===== src/rtl/game_ctrl_pkg.sv =====
// Shared definitions for the dinosaur game sequencer: state encodings,
// score/level widths and default timing constants.
// Optional build macro used by game_ctrl: HISCORE_EN.
package game_ctrl_pkg;

    localparam int GC_SCORE_W     = 14;
    localparam int GC_LEVEL_W     = 3;

    localparam int GC_DEB_CYCLES  = 16;
    localparam int GC_LEVEL_STEP  = 100;
    localparam int GC_MAX_LEVEL   = 7;
    localparam int GC_BASE_PERIOD = 16;
    localparam int GC_PERIOD_DEC  = 2;
    localparam int GC_DYING_TICKS = 24;

    typedef enum logic [1:0] {
        ST_IDLE  = 2'd0,
        ST_RUN   = 2'd1,
        ST_DYING = 2'd2,
        ST_OVER  = 2'd3
    } game_state_e;

endpackage


===== src/rtl/game_ctrl_btn_debounce.sv =====
// btn_debounce: 2-flop synchronizer, DEB_CYCLES consecutive-mismatch filter
// and a one-cycle pulse on each debounced released->pressed transition.
// Input is an active-low raw button.
module btn_debounce #(
    parameter int DEB_CYCLES = 16
) (
    input  logic clk_i,
    input  logic rst_ni,
    input  logic btn_n_i,
    output logic press_o
);

    localparam int             CNT_W    = $clog2(DEB_CYCLES + 1);
    localparam logic [CNT_W-1:0] CNT_LAST = CNT_W'(DEB_CYCLES - 1);

    logic             sync1_q;
    logic             sync2_q;
    logic             stable_q;   // debounced raw level, 1 = released
    logic             armed_q;    // a released level has been seen since reset
    logic             press_q;
    logic [CNT_W-1:0] cnt_q;
    logic             accept;

    // the synchronized level is accepted on the last of DEB_CYCLES mismatches
    assign accept = (sync2_q != stable_q) && (cnt_q == CNT_LAST);

    // synchronizer resets to the pressed level so a button held through
    // reset release never shows a released level and cannot arm the edge
    always_ff @(posedge clk_i or negedge rst_ni) begin
        if (!rst_ni) begin
            sync1_q <= 1'b0;
            sync2_q <= 1'b0;
        end else begin
            sync1_q <= btn_n_i;
            sync2_q <= sync1_q;
        end
    end

    // consecutive-mismatch counter; any matching cycle restarts the count
    always_ff @(posedge clk_i or negedge rst_ni) begin
        if (!rst_ni) begin
            stable_q <= 1'b1;
            cnt_q    <= '0;
        end else if (sync2_q != stable_q) begin
            if (accept) begin
                stable_q <= sync2_q;
                cnt_q    <= '0;
            end else begin
                cnt_q <= cnt_q + 1'b1;
            end
        end else begin
            cnt_q <= '0;
        end
    end

    // press pulse only once the button has been seen released after reset
    always_ff @(posedge clk_i or negedge rst_ni) begin
        if (!rst_ni) begin
            armed_q <= 1'b0;
            press_q <= 1'b0;
        end else begin
            armed_q <= armed_q | sync2_q;
            press_q <= accept & ~sync2_q & armed_q;
        end
    end

    assign press_o = press_q;

endmodule


===== src/rtl/game_ctrl.sv =====
// game_ctrl: central sequencer for the dinosaur game. Debounces the jump
// button, runs the IDLE/RUN/DYING/OVER state machine, gates the per-tick
// updaters and schedules enemy steps from the score-derived speed level.
// Optional build macro: HISCORE_EN adds a high-score register and port.
module game_ctrl
    import game_ctrl_pkg::*;
#(
    parameter int DEB_CYCLES  = GC_DEB_CYCLES,
    parameter int SCORE_W     = GC_SCORE_W,
    parameter int LEVEL_STEP  = GC_LEVEL_STEP,
    parameter int MAX_LEVEL   = GC_MAX_LEVEL,
    parameter int BASE_PERIOD = GC_BASE_PERIOD,
    parameter int PERIOD_DEC  = GC_PERIOD_DEC,
    parameter int DYING_TICKS = GC_DYING_TICKS
) (
    input  logic                  clock,
    input  logic                  reset,
    input  logic                  tick,
    input  logic                  jump_n,
    input  logic                  collide,
    input  logic [SCORE_W-1:0]    score,
    output logic [1:0]            state,
    output logic                  run_en,
    output logic                  step,
    output logic                  jump_pulse,
    output logic                  clear,
    output logic [GC_LEVEL_W-1:0] level,
    output logic                  blink
`ifdef HISCORE_EN
    ,
    output logic [SCORE_W-1:0]    hiscore
`endif
);

    localparam int                PER_W     = $clog2(BASE_PERIOD + 1);
    localparam int                DCNT_W    = $clog2(DYING_TICKS + 1);
    localparam logic [DCNT_W-1:0] DCNT_LAST = DCNT_W'(DYING_TICKS - 1);

    game_state_e           state_q;
    logic                  run_en_q;
    logic                  blink_q;
    logic [DCNT_W-1:0]     dcnt_q;
    logic [GC_LEVEL_W-1:0] level_q;
    logic [GC_LEVEL_W-1:0] level_d;
    logic [SCORE_W-1:0]    quot;
    logic [PER_W-1:0]      scnt_q;
    logic [PER_W-1:0]      period;
    logic                  press;
    logic                  new_game;
    logic                  step_hit;
    logic                  dying_done;

    btn_debounce #(
        .DEB_CYCLES (DEB_CYCLES)
    ) u_jump_deb (
        .clk_i   (clock),
        .rst_ni  (reset),
        .btn_n_i (jump_n),
        .press_o (press)
    );

    // a press starts a game only from IDLE or OVER; in RUN it is just forwarded
    assign new_game   = press && (state_q == ST_IDLE || state_q == ST_OVER);
    assign dying_done = (state_q == ST_DYING) && tick && (dcnt_q == DCNT_LAST);

    // speed level from score, saturated at MAX_LEVEL
    always_comb begin
        quot = score / SCORE_W'(LEVEL_STEP);
        if (quot > SCORE_W'(MAX_LEVEL)) begin
            level_d = GC_LEVEL_W'(MAX_LEVEL);
        end else begin
            level_d = quot[GC_LEVEL_W-1:0];
        end
    end

    // enemy step period shrinks with level; >= lets a sudden period drop
    // below the running count fire on the very next tick
    always_comb begin
        period   = PER_W'(BASE_PERIOD - int'(level_q) * PERIOD_DEC);
        step_hit = (state_q == ST_RUN) && tick && ((scnt_q + PER_W'(1)) >= period);
    end

    // level register, forced to 0 during the new-game clear pulse
    always_ff @(posedge clock or negedge reset) begin
        if (!reset) begin
            level_q <= '0;
        end else if (new_game) begin
            level_q <= '0;
        end else begin
            level_q <= level_d;
        end
    end

    // step tick counter, parked at 0 whenever the game is not running
    always_ff @(posedge clock or negedge reset) begin
        if (!reset) begin
            scnt_q <= '0;
        end else if (state_q != ST_RUN) begin
            scnt_q <= '0;
        end else if (tick) begin
            scnt_q <= step_hit ? '0 : scnt_q + 1'b1;
        end
    end

    // game state machine with registered run_en / blink
    always_ff @(posedge clock or negedge reset) begin
        if (!reset) begin
            state_q  <= ST_IDLE;
            run_en_q <= 1'b0;
            blink_q  <= 1'b0;
            dcnt_q   <= '0;
        end else begin
            case (state_q)
                ST_IDLE, ST_OVER: begin
                    if (press) begin
                        state_q  <= ST_RUN;
                        run_en_q <= 1'b1;
                        blink_q  <= 1'b0;
                    end
                end
                ST_RUN: begin
                    // collision beats a simultaneous press
                    if (collide) begin
                        state_q  <= ST_DYING;
                        run_en_q <= 1'b0;
                        blink_q  <= 1'b0;
                        dcnt_q   <= '0;
                    end
                end
                ST_DYING: begin
                    if (tick) begin
                        if (dcnt_q == DCNT_LAST) begin
                            state_q <= ST_OVER;
                            blink_q <= 1'b1;
                            dcnt_q  <= '0;
                        end else begin
                            dcnt_q <= dcnt_q + 1'b1;
                            // flash flips after every 4th tick
                            if (dcnt_q[1:0] == 2'b11) begin
                                blink_q <= ~blink_q;
                            end
                        end
                    end
                end
            endcase
        end
    end

`ifdef HISCORE_EN
    logic [SCORE_W-1:0] hiscore_q;

    // best score latched as a game ends; untouched by clear
    always_ff @(posedge clock or negedge reset) begin
        if (!reset) begin
            hiscore_q <= '0;
        end else if (dying_done && (score > hiscore_q)) begin
            hiscore_q <= score;
        end
    end

    assign hiscore = hiscore_q;
`endif

    assign state      = state_q;
    assign run_en     = run_en_q;
    assign step       = step_hit;
    assign jump_pulse = press;
    assign clear      = new_game;
    assign level      = level_q;
    assign blink      = blink_q;

endmodule


===== config.mk =====
export PLATFORM = sky130hd
export DESIGN_NAME = game_ctrl
export DESIGN_NICKNAME = d
export VERILOG_FILES = /design/src/rtl/game_ctrl_pkg.sv /design/src/rtl/game_ctrl_btn_debounce.sv /design/src/rtl/game_ctrl.sv
export SDC_FILE = /design/constraint.sdc
export NUM_CORES = 1
export LEC_CHECK = 0
export ABC_AREA = 1
export BUFFER_PORTS_ARGS = -buffer_cell sky130_fd_sc_hd__buf_2
export CORE_MARGIN = 2
export CORE_UTILIZATION = 30
export DETAILED_ROUTE_END_ITERATION = 10
export PLACE_DENSITY_LB_ADDON = 0.25
export SLEW_MARGIN = 40
export SYNTH_ARGS = -nofsm -noshare
export SYNTH_HDL_FRONTEND = slang
export SYNTH_SLANG_ARGS = --single-unit

===== constraint.sdc =====
create_clock -name clock -period 2.1 [get_ports clock]
set_input_delay 0.42 -clock clock [delete_from_list [all_inputs] [get_ports clock]]
set_output_delay 0.42 -clock clock [all_outputs]
set_load 0.02 [all_outputs]

Word-level counts from Yosys, hierarchy flattened
Index checks and enable logic that the tools add are counted. Widths: inputs -> output; s select.

Flip-flop bits (word level): 27. Input bits: 19. Output and inout port bits: 10. Logic and storage cells: 76.

Add/subtract/negate cells: 4. Div/mod/pow operators: 1. $lt $le $gt $ge: 2. Equality and inequality tests: 13. Muxes and demuxes: 24. Bitwise gates (word level): 5. Reductions and logical operators: 15.

Operator list (number): $mux 5 (8); $add 5x1->5 const B (3); $div 14x7->14 const B (1); $gt 14x3->1 const B (1); $pmux 5 s2 (1); $mux 2 (4); $reduce_and 4->1 (2); $eq 2x2->1 const B (3); $mux 1 (6); $mux 3 (2); $ne 2x1->1 const B (3); $pmux 2 s3 (1); $reduce_and 3->1 (2); $reduce_bool 2->1 (3); $eq 5x4->1 const B (1); $eq 5x5->1 const B (1); $ge 5x5->1 (1); $sub 5x4->5 const A (1); $logic_and 1x1->1 (4); $ne 2x2->1 const B (2); $ne 3x1->1 const B (1); $pmux 1 s3 (1); $and 1x1->1 (2); $eq 2x1->1 const B (1); 8 further kinds (9).

Logic depth before layout (Yosys ltp)
Gate-level depths: netlist (run 1).

Word-level depth: 6. Mapped depth: 38. Depth with buffers taken out: 38.

Hierarchy
From an unflattened synthesis (run 1), not the netlist that was laid out.

Cells, all modules: 361. Area, all modules: 2444.8 um^2.

Modules (own cells, without submodules): game_ctrl (times used 1, cells each 312, area an instance 2019.4 um^2); btn_debounce (times used 1, cells each 49, area an instance 425.4 um^2).

Worst setup path before layout (run 1)
No wires, ideal clock.

Kind: input port to flip-flop. Start: input score[12]. End: register level_q[0], in the netlist level[0]. Library setup time: 0.073 ns. Data arrival time: 3.268 ns. Path slack: -1.242 ns. Stages: 29. Cells stage by stage: nand2_1 -> inv_2 -> nand3_2 -> nand3_2 -> nand3_4 -> nand2_8 -> a21oi_4 -> nand4_2 -> nand2_2 -> nand2_2 -> nand2_4 -> nor2_4 -> nand2_4 -> nand2_4 -> nand2_2 -> nand4_2 -> nand2_4 -> nand2_4 -> nand2_1 -> nand4_2 -> nand2_2 -> nand2_4 -> nand2_2 -> nand4_2 -> nand2_2 -> nand2_2 -> a21oi_1 -> nand3_1 -> a21oi_2.

Cells in the longest elaborated chain, start to end: 4.

Ends and longest elaborated chain: start, declared (RTL line game_ctrl.sv:21) `input logic [SCORE_W-1:0] score,`; $div 14x7->14 (*) (RTL line game_ctrl.sv:68) `quot = score / SCORE_W'(LEVEL_STEP);`; $gt 14x3->1 (RTL line game_ctrl.sv:69) `if (quot > SCORE_W'(MAX_LEVEL)) begin`; $mux 3 (*) (RTL line game_ctrl.sv:69); $mux 3 (*) (RTL line game_ctrl.sv:87) `end else if (new_game) begin`; end signal, assigned (RTL line game_ctrl.sv:90) `level_q <= level_d;`; end, declared (RTL line game_ctrl.sv:43) `logic [GC_LEVEL_W-1:0] level_q;`.

Mark *: on every way between the ends. The rest lies on a longest branch, timed or not. A chain may end at the register's enable or synchronous reset.

Worst setup path after layout (run 1)
Same ends and word-level chain as after synthesis.

==> results of run 1 <==
-- through the flow --
stage               setup WS (ps)  instances  cell area [sq um]  hold slack, ps  utilization (%)
floorplan                   -1180        364               2670             124                -
global placement            -1710        536               3250             339             39.5
detailed placement          -1810        536               3250             342             39.5
CTS                         -1300        547               3550             166             43.2
global route                -1570        552               3680             204             44.8
finish                      -1320        552               3680             146             44.8
-- routing by layer --
metal / wire length [um] / global-route usage [%]
met1: 2800 / 16.6
met2: 2990 / 23.8
met3: 98 / 0.783
met4: 55 / 2.86
met5: 0 / 0
-- report_power, final --
group | switching [uW] | total (uW) | internal (uW)
Combinational | 1750 | 3000 | 1250
Clock | 151 | 287 | 136
Sequential | 68.7 | 668 | 599
-- registers in the layout (all words and copies together) (netlist names) --
signal	flops
run_en	1
u_jump_deb.press_o	1
u_jump_deb.sync2_q	1
scnt_q	5
state	2
u_jump_deb.cnt_q	5
u_jump_deb.stable_q	1
u_jump_deb.armed_q	1
u_jump_deb.sync1_q	1
dcnt_q	5
blink	1
level	3
-- logic make-up (layout without fill, tap and decap cells) --
group,after synthesis,after routing
simple gates,203,203
buf+inv,67,150
compound gates,46,46
flops,27,27
fa+ha+maj,11,11
xor+xnor,10,10
-- critical path, delay by kind of cell --
family                 cells  cell delay, ps
and+or+nand+nor           28            2720
buffers and inverters      2             150
AOI/OAI and AO/OA          2             310
-- Yosys cell counts --
master / count / share of area [%]
a31oi_4: 1 / 0.83
inv_2: 10 / 1.5
nand4_2: 4 / 2.0
xnor2_1: 3 / 1.0
nand2_8: 1 / 0.78
clkbuf_1: 1 / 0.15
o21a_1: 2 / 0.59
xor2_1: 7 / 2.4
o22ai_1: 1 / 0.25
nand3b_1: 1 / 0.29
nor2_1: 26 / 3.8
a32o_1: 2 / 0.78
nand3_2: 5 / 2.0
a21o_1: 1 / 0.29
ha_1: 11 / 5.4
nand4_1: 8 / 2.0
o211ai_2: 1 / 0.49
dfstp_2: 1 / 1.0
nand2_1: 82 / 12
nor2_4: 3 / 1.3
a21oi_1: 9 / 1.8
nand3_4: 1 / 0.69
a21oi_4: 2 / 1.3
nand3_1: 36 / 7.1
nor3_1: 2 / 0.39
o21ai_2: 2 / 0.69
inv_1: 56 / 8.2
o211ai_1: 2 / 0.59
nand2_4: 10 / 4.4
o21ai_1: 2 / 0.39
o21ai_0: 19 / 3.7
nor2_2: 4 / 0.98
or2_2: 2 / 0.49
a21oi_2: 1 / 0.34
dfrtp_1: 26 / 25
nor4_1: 1 / 0.25
a31oi_1: 1 / 0.25
nand2_2: 17 / 4.2
-- area by class of cell --
class / instances / share of cell area, %
Inverter: 66 / 7.82
Multi-Input combinational cell: 270 / 52.5
Tap cell: 105 / 3.57
Timing Repair Buffer: 80 / 16.5
Sequential cell: 27 / 18.4
Clock buffer: 4 / 1.22
-- final timing paths --
kind | startpoint | to | slack (ps) | cells past startpoint
setup / recovery | score[12] | level[0]$_DFF_PN0_ | -1320 | 32
hold / removal | reset | scnt_q[0]$_DFFE_PN0P_ | 150 | 1
setup reg to reg | scnt_q[0]$_DFFE_PN0P_ | scnt_q[2]$_DFFE_PN0P_ | 90 | 12
hold reg to reg | u_jump_deb.sync1_q$_DFF_PN0_ | u_jump_deb.sync2_q$_DFF_PN0_ | 360 | 0
max in group asynchronous | reset | u_jump_deb.cnt_q[1]$_DFF_PN0_ | 1570 | 1
min in group clock | jump_n | u_jump_deb.sync1_q$_DFF_PN0_ | 260 | 1
-- cells in the final DEF, fill, tap and decap left out, types with 5 or more instances in the layout --
cell,count
nand2_4,18
buf_4,49
nand2_2,17
ha_1,10
nand2_8,5
nand2_1,70
dfrtp_1,26
nor2_4,7
o21ai_1,8
nand3_2,8
inv_2,6
o21ai_2,5
nand3_1,30
o21ai_0,9
buf_6,8
xor2_1,5
a21oi_1,6
nor2_1,24
nand4_1,8
inv_1,51
buf_2,20
-- what timing repair did --
action / CTS / global route
hold buffers: 0 / 0
resized for setup: 53 / 27
pin swaps: 22 / 23
buffers inserted: 7 / 7
endpoints found under the setup margin: 9 / 9
==> impl_metrics.tcl, run 1 <==
set metrics [dict create \
    status "finished with violations" \
    failed_checks "negative setup slack" \
    finalClockSkew_ps 1.91 \
    port_buffers 26 \
    worst_pin_slew_ps 588 \
    route.detailed.drc 0 \
    gp_congestion 0.850 \
    io_pins 29 \
    min_period_ps 3420 \
    p_total_uw 3950 \
    synth_nets 394 \
    ys_types 38 \
    max_freq_mhz 292 \
    die_area_sq_um 9270 \
    drt_pass1_iterations 4 \
    hold_path_class "input pin to asynchronous set/reset pin" \
    design.core.area_sq_um 8220 \
    slowest_stage "a31oi_4" \
    cpMostUsedCell "nand2_4" \
    grt-ovfl-total 0 \
    wl_um 5950 \
    antenna_cells 0 \
    cts_root_buf "clkbuf_8" \
    clk_path_buf_depth 2 \
    setup_tns_ps -4110 \
    worstSkewPairLatency_ps 270 \
    synth_top_family_by_area "simple AND/OR/NAND/NOR gates" \
    peakVddDrop_mv 0.562 \
    globalRouteTotalUtil_pct 13.0 \
    pwr_density_cell_nw_per_um2 1070 \
    ant_nets 0 \
    synthMuxAreaShare_pct 0 \
    drv_cap 0 \
    rows 33 \
    crit_fanout 7 \
    die_h_um 96.3 \
    cts_tree "done" \
    yosysSeqAreaShare_pct 26.5 \
    vias 2512 \
    die_w_um 96.3 \
    setup_viol 4 \
    antenna_found_initial 0 \
    drtIter0Drc 59 \
    multi_input_area_sq_um 1930 \
    slew_headroom_pct 60.8 \
    fillCellCount 803 \
    hold_viol_final 0 \
    clock_sinks 27 \
    hpwl_um 4650 \
    synth_seq_cells 27 \
    fin_nets 478 \
    synth-xor-area-share_pct 3.43 \
    drv_slew 0 \
    synthSimpleGateAreaFrac_pct 42.6 \
    required_ps 2300 \
    cp-start-kind "input pin" \
    critPathArrivalTime_ps 3630 \
    clkTransAtPathRegs_ps 90 \
    grt_setup_unrepaired "true" \
    routedWlPerCell_um 10.8 \
    post_drt_via_cell_ratio 4.55 \
    critPathKind "input pin to flip-flop" \
    initial_utilization_pct 31.1 \
    yosysWarningCount 0 \
    regArea_sq_um 677 \
    yosys.area_share.adder_pct 5.39 \
    syn_inst 364 \
    grt_pass1_wl_um 9890 \
    first_global_vias 2410 \
    numCtsBuffers 3 \
    avgSynthCellArea_sq_um 7.02 \
    finalCritPeriodShare_pct 163 \
    areaGrowthSynthToFinish_pct 44.2 \
    synth-compound-area-share_pct 12.2 \
    leakagePower_uw 0.00185 \
    slowest_delay_ps 200 \
    grt_max_degree 28 \
    drive_above_1_share_pct 40.9 \
    critPathCaptureType "flip-flop" \
    cts.htree.levels 1 \
    syn_area_sq_um 2550 \
    worst_slack_ps -1320 \
]
Note: power is estimated with default switching activity, not from simulation.
==> run 2, diff against run 1 <==
--- a/config.mk
+++ b/config.mk
@@ -14,4 +14,5 @@
 export SLEW_MARGIN = 40
 export SYNTH_ARGS = -nofsm -noshare
 export SYNTH_HDL_FRONTEND = slang
+export SYNTH_HIERARCHICAL = 1
 export SYNTH_SLANG_ARGS = --single-unit
==> run 2 against run 1 <==
Net effect: the flow still finishes with violations (negative setup slack); largest cell class unchanged; critical path type unchanged; power decreased by 29%; sequential power down 13%; first-iteration DRC count up 36%; clock power is 3% higher; wire length is 1.6% higher; final area decreased by 0.10%.
==> impl_metrics.tcl, run 2 <==
set metrics [dict create \
    status "finished with violations" \
    failed_checks "negative setup slack" \
    cts.htree.levels 1 \
    initial_utilization_pct 31.3 \
    critPathArrivalTime_ps 3580 \
    yosys.area.top_type_share_pct 26.6 \
    fin_nets 493 \
    vias 2559 \
    pwr_density_cell_nw_per_um2 768 \
    drv_cap 0 \
    drtIter0Drc 80 \
    drt_pass1_iterations 4 \
    pwr-share-clk_pct 10.5 \
    cts_root_buf "clkbuf_8" \
    synth_area_leader_cell "dfrtp_1" \
    clk_path_buf_depth 2 \
    post_drt_via_cell_ratio 4.54 \
    cpMostUsedCell "nand2_4" \
    setup_viol 4 \
    cts_tree "done" \
    cp-start-kind "input pin" \
    final_cell_mix "74 x nand2_1, 71 x buf_4, 57 x inv_1" \
    required_ps 2260 \
    io_pins 29 \
    crit_fanout 6 \
    swShare_pct 45.0 \
    critPathCaptureType "flip-flop" \
    dp_cells 545 \
    clock_sinks 27 \
    min_period_ps 3420 \
    combPwrFrac_pct 69.0 \
    grt-ovfl-total 0 \
    slowest_stage "nand3_2" \
    synth_nets 391 \
    holdWs_ps 129 \
    worstSkewPairLatency_ps 280 \
    yosysWarningCount 6 \
    clkTransAtPathRegs_ps 100 \
    synthTopCellsByCount "88 x nand2_1, 64 x inv_1, 33 x nand3_1" \
    synth_seq_cells 27 \
    hold_viol_final 0 \
    antenna_found_initial 0 \
    gp_congestion 0.819 \
    cts-hold-fix-buffers 0 \
    synth_most_common_cell "nand2_1" \
    first_global_vias 2467 \
    ant_nets 0 \
    design.core.area_sq_um 7810 \
    grt_pass1_wl_um 10200 \
    die_area_sq_um 8890 \
    globalRouteTotalUtil_pct 13.8 \
    p_sw_uw 1270 \
    numCtsBuffers 3 \
    synth_area_leaders "dfrtp_1 27%, nand2_1 14%, inv_1 9.8%, nand3_1 6.8%, ha_1 5.6%" \
    synth_edf_count 0 \
    slowest_delay_ps 170 \
    grt_max_degree 28 \
    ys_types 34 \
    fin_cells 564 \
    port_buffers 26 \
    avgSynthCellArea_sq_um 6.77 \
    finalClockSkew_ps 10.6 \
    worst_pin_slew_ps 583 \
    finalCritPeriodShare_pct 163 \
    internal_power_uw 1550 \
    yosysSeqAreaShare_pct 27.7 \
    hold_path_class "input pin to asynchronous set/reset pin" \
    reg.largest.list "dcnt_q (5), scnt_q (5), u_jump_deb/cnt_q (5)" \
    areaGrowthSynthToFinish_pct 50.5 \
    wl_um 6040 \
    antenna_cells 0 \
    timing.rr.start "scnt_q[0]$_DFFE_PN0P_" \
    leakagePower_uw 0.00193 \
    worst_slack_ps -1320 \
    hpwl_um 4410 \
    crit_path_start "score[10]" \
    drive_above_1_share_pct 43.5 \
    routedWlPerCell_um 10.7 \
    ys.flop_type "dfrtp_1" \
    peakVddDrop_mv 0.716 \
    slew_headroom_pct 61.1 \
    syn_area_sq_um 2440 \
    drv_slew 0 \
    die_h_um 94.3 \
    rows 32 \
    grt_setup_unrepaired "true" \
    critPathKind "input pin to flip-flop" \
    mostFrequentLayoutCell "nand2_1" \
    setup_tns_ps -3990 \
    route.detailed.drc 0 \
    p_seq_share_pct 20.5 \
    synth-async-reset-ratio_pct 100 \
    max_freq_mhz 293 \
    die_w_um 94.3 \
    syn_inst 361 \
]
==> run 2: cell types whose count changed in the layout (fill, tap and decap cells not counted), moves of 6 or more <==
cell | previous run | this run
buf_4 | 49 | 71
inv_1 | 51 | 57
inv_2 | 6 | 13
nand2_4 | 18 | 24
==> run 2: cell type report <==
class                           instances  area [sq um]
Inverter                               71           272
Timing Repair Buffer                   98           721
Sequential cell                        27           677
Tap cell                              102           128
Multi-Input combinational cell        262          1840
Clock buffer                            3          41.3
Clock inverter                          1          5.00
Fill cell                             794          4130
==> run 2: final timing paths <==
kind	depth (start not counted)	slack [ps]	to
worst max-delay path	33	-1320	level[0]$_DFF_PN0_
max in group asynchronous	1	1580	u_jump_deb/cnt_q[2]$_DFF_PN0_
worst min register to register	0	350	u_jump_deb/sync2_q$_DFF_PN0_
worst min-delay path	1	130	scnt_q[3]$_DFFE_PN0P_
min in group clock	1	280	u_jump_deb/sync1_q$_DFF_PN0_
worst max register to register	11	120	scnt_q[3]$_DFFE_PN0P_
==> run 2: through the flow <==
stage / total power (uW) / utilization, % / area [sq um] / setup WS, ps
final: 2830 / 47.1 / 3680 / -1320
after global routing: 3090 / 47.1 / 3680 / -1630
after CTS: 2630 / 44.7 / 3490 / -1300
after detailed placement: 2150 / 41.2 / 3220 / -1640
after global placement: 2130 / 41.2 / 3220 / -1600
after floorplan: 1630 / - / 2540 / -1160
==> run 2: repair_timing <==
| item | in CTS | in global routing |
|---|---|---|
| endpoints found under the setup margin | 7 | 8 |
| resized for setup | 37 | 34 |
| gates cloned | 0 | 0 |
| pin swaps | 29 | 22 |
| setup buffers | 10 | 5 |
==> run 2: worst max-delay path, delay by kind of cell <==
kind | cells | cell delay, ps
AO/OA/AOI/OAI | 4 | 440
buffers and inverters | 3 | 220
AND/OR/NAND/NOR | 26 | 2460
==> run 2: routing by layer <==
metal  vias up  track usage, %  part of all wire, %
li1       1349               -                    -
met1      1168            17.8                   45
met2        38            24.9                   51
met3         4            2.01                  2.5
met4         0            2.17                  1.0
met5         -               0                    0
==> run 2: cell families (layout without fill, tap and decap cells) <==
group,Yosys count,count (layout),synth area share [%]
flops,27,27,27.7
compound gates,43,43,10.6
xor+xnor,7,7,2.51
buf+inv,72,173,11.1
simple gates,201,201,42.5
fa+ha+maj,11,11,5.63
==> run 2: power groups by stage <==
| stage | logic [uW] | clock network (uW) | registers (uW) |
|---|---|---|---|
| after CTS | 1740 | 312 | 581 |
| after floorplan | 1040 | 0 | 591 |
| after detailed placement | 1560 | 0 | 591 |
| after global routing | 2170 | 334 | 584 |
| final | 1950 | 296 | 580 |
| after global placement | 1540 | 0 | 590 |
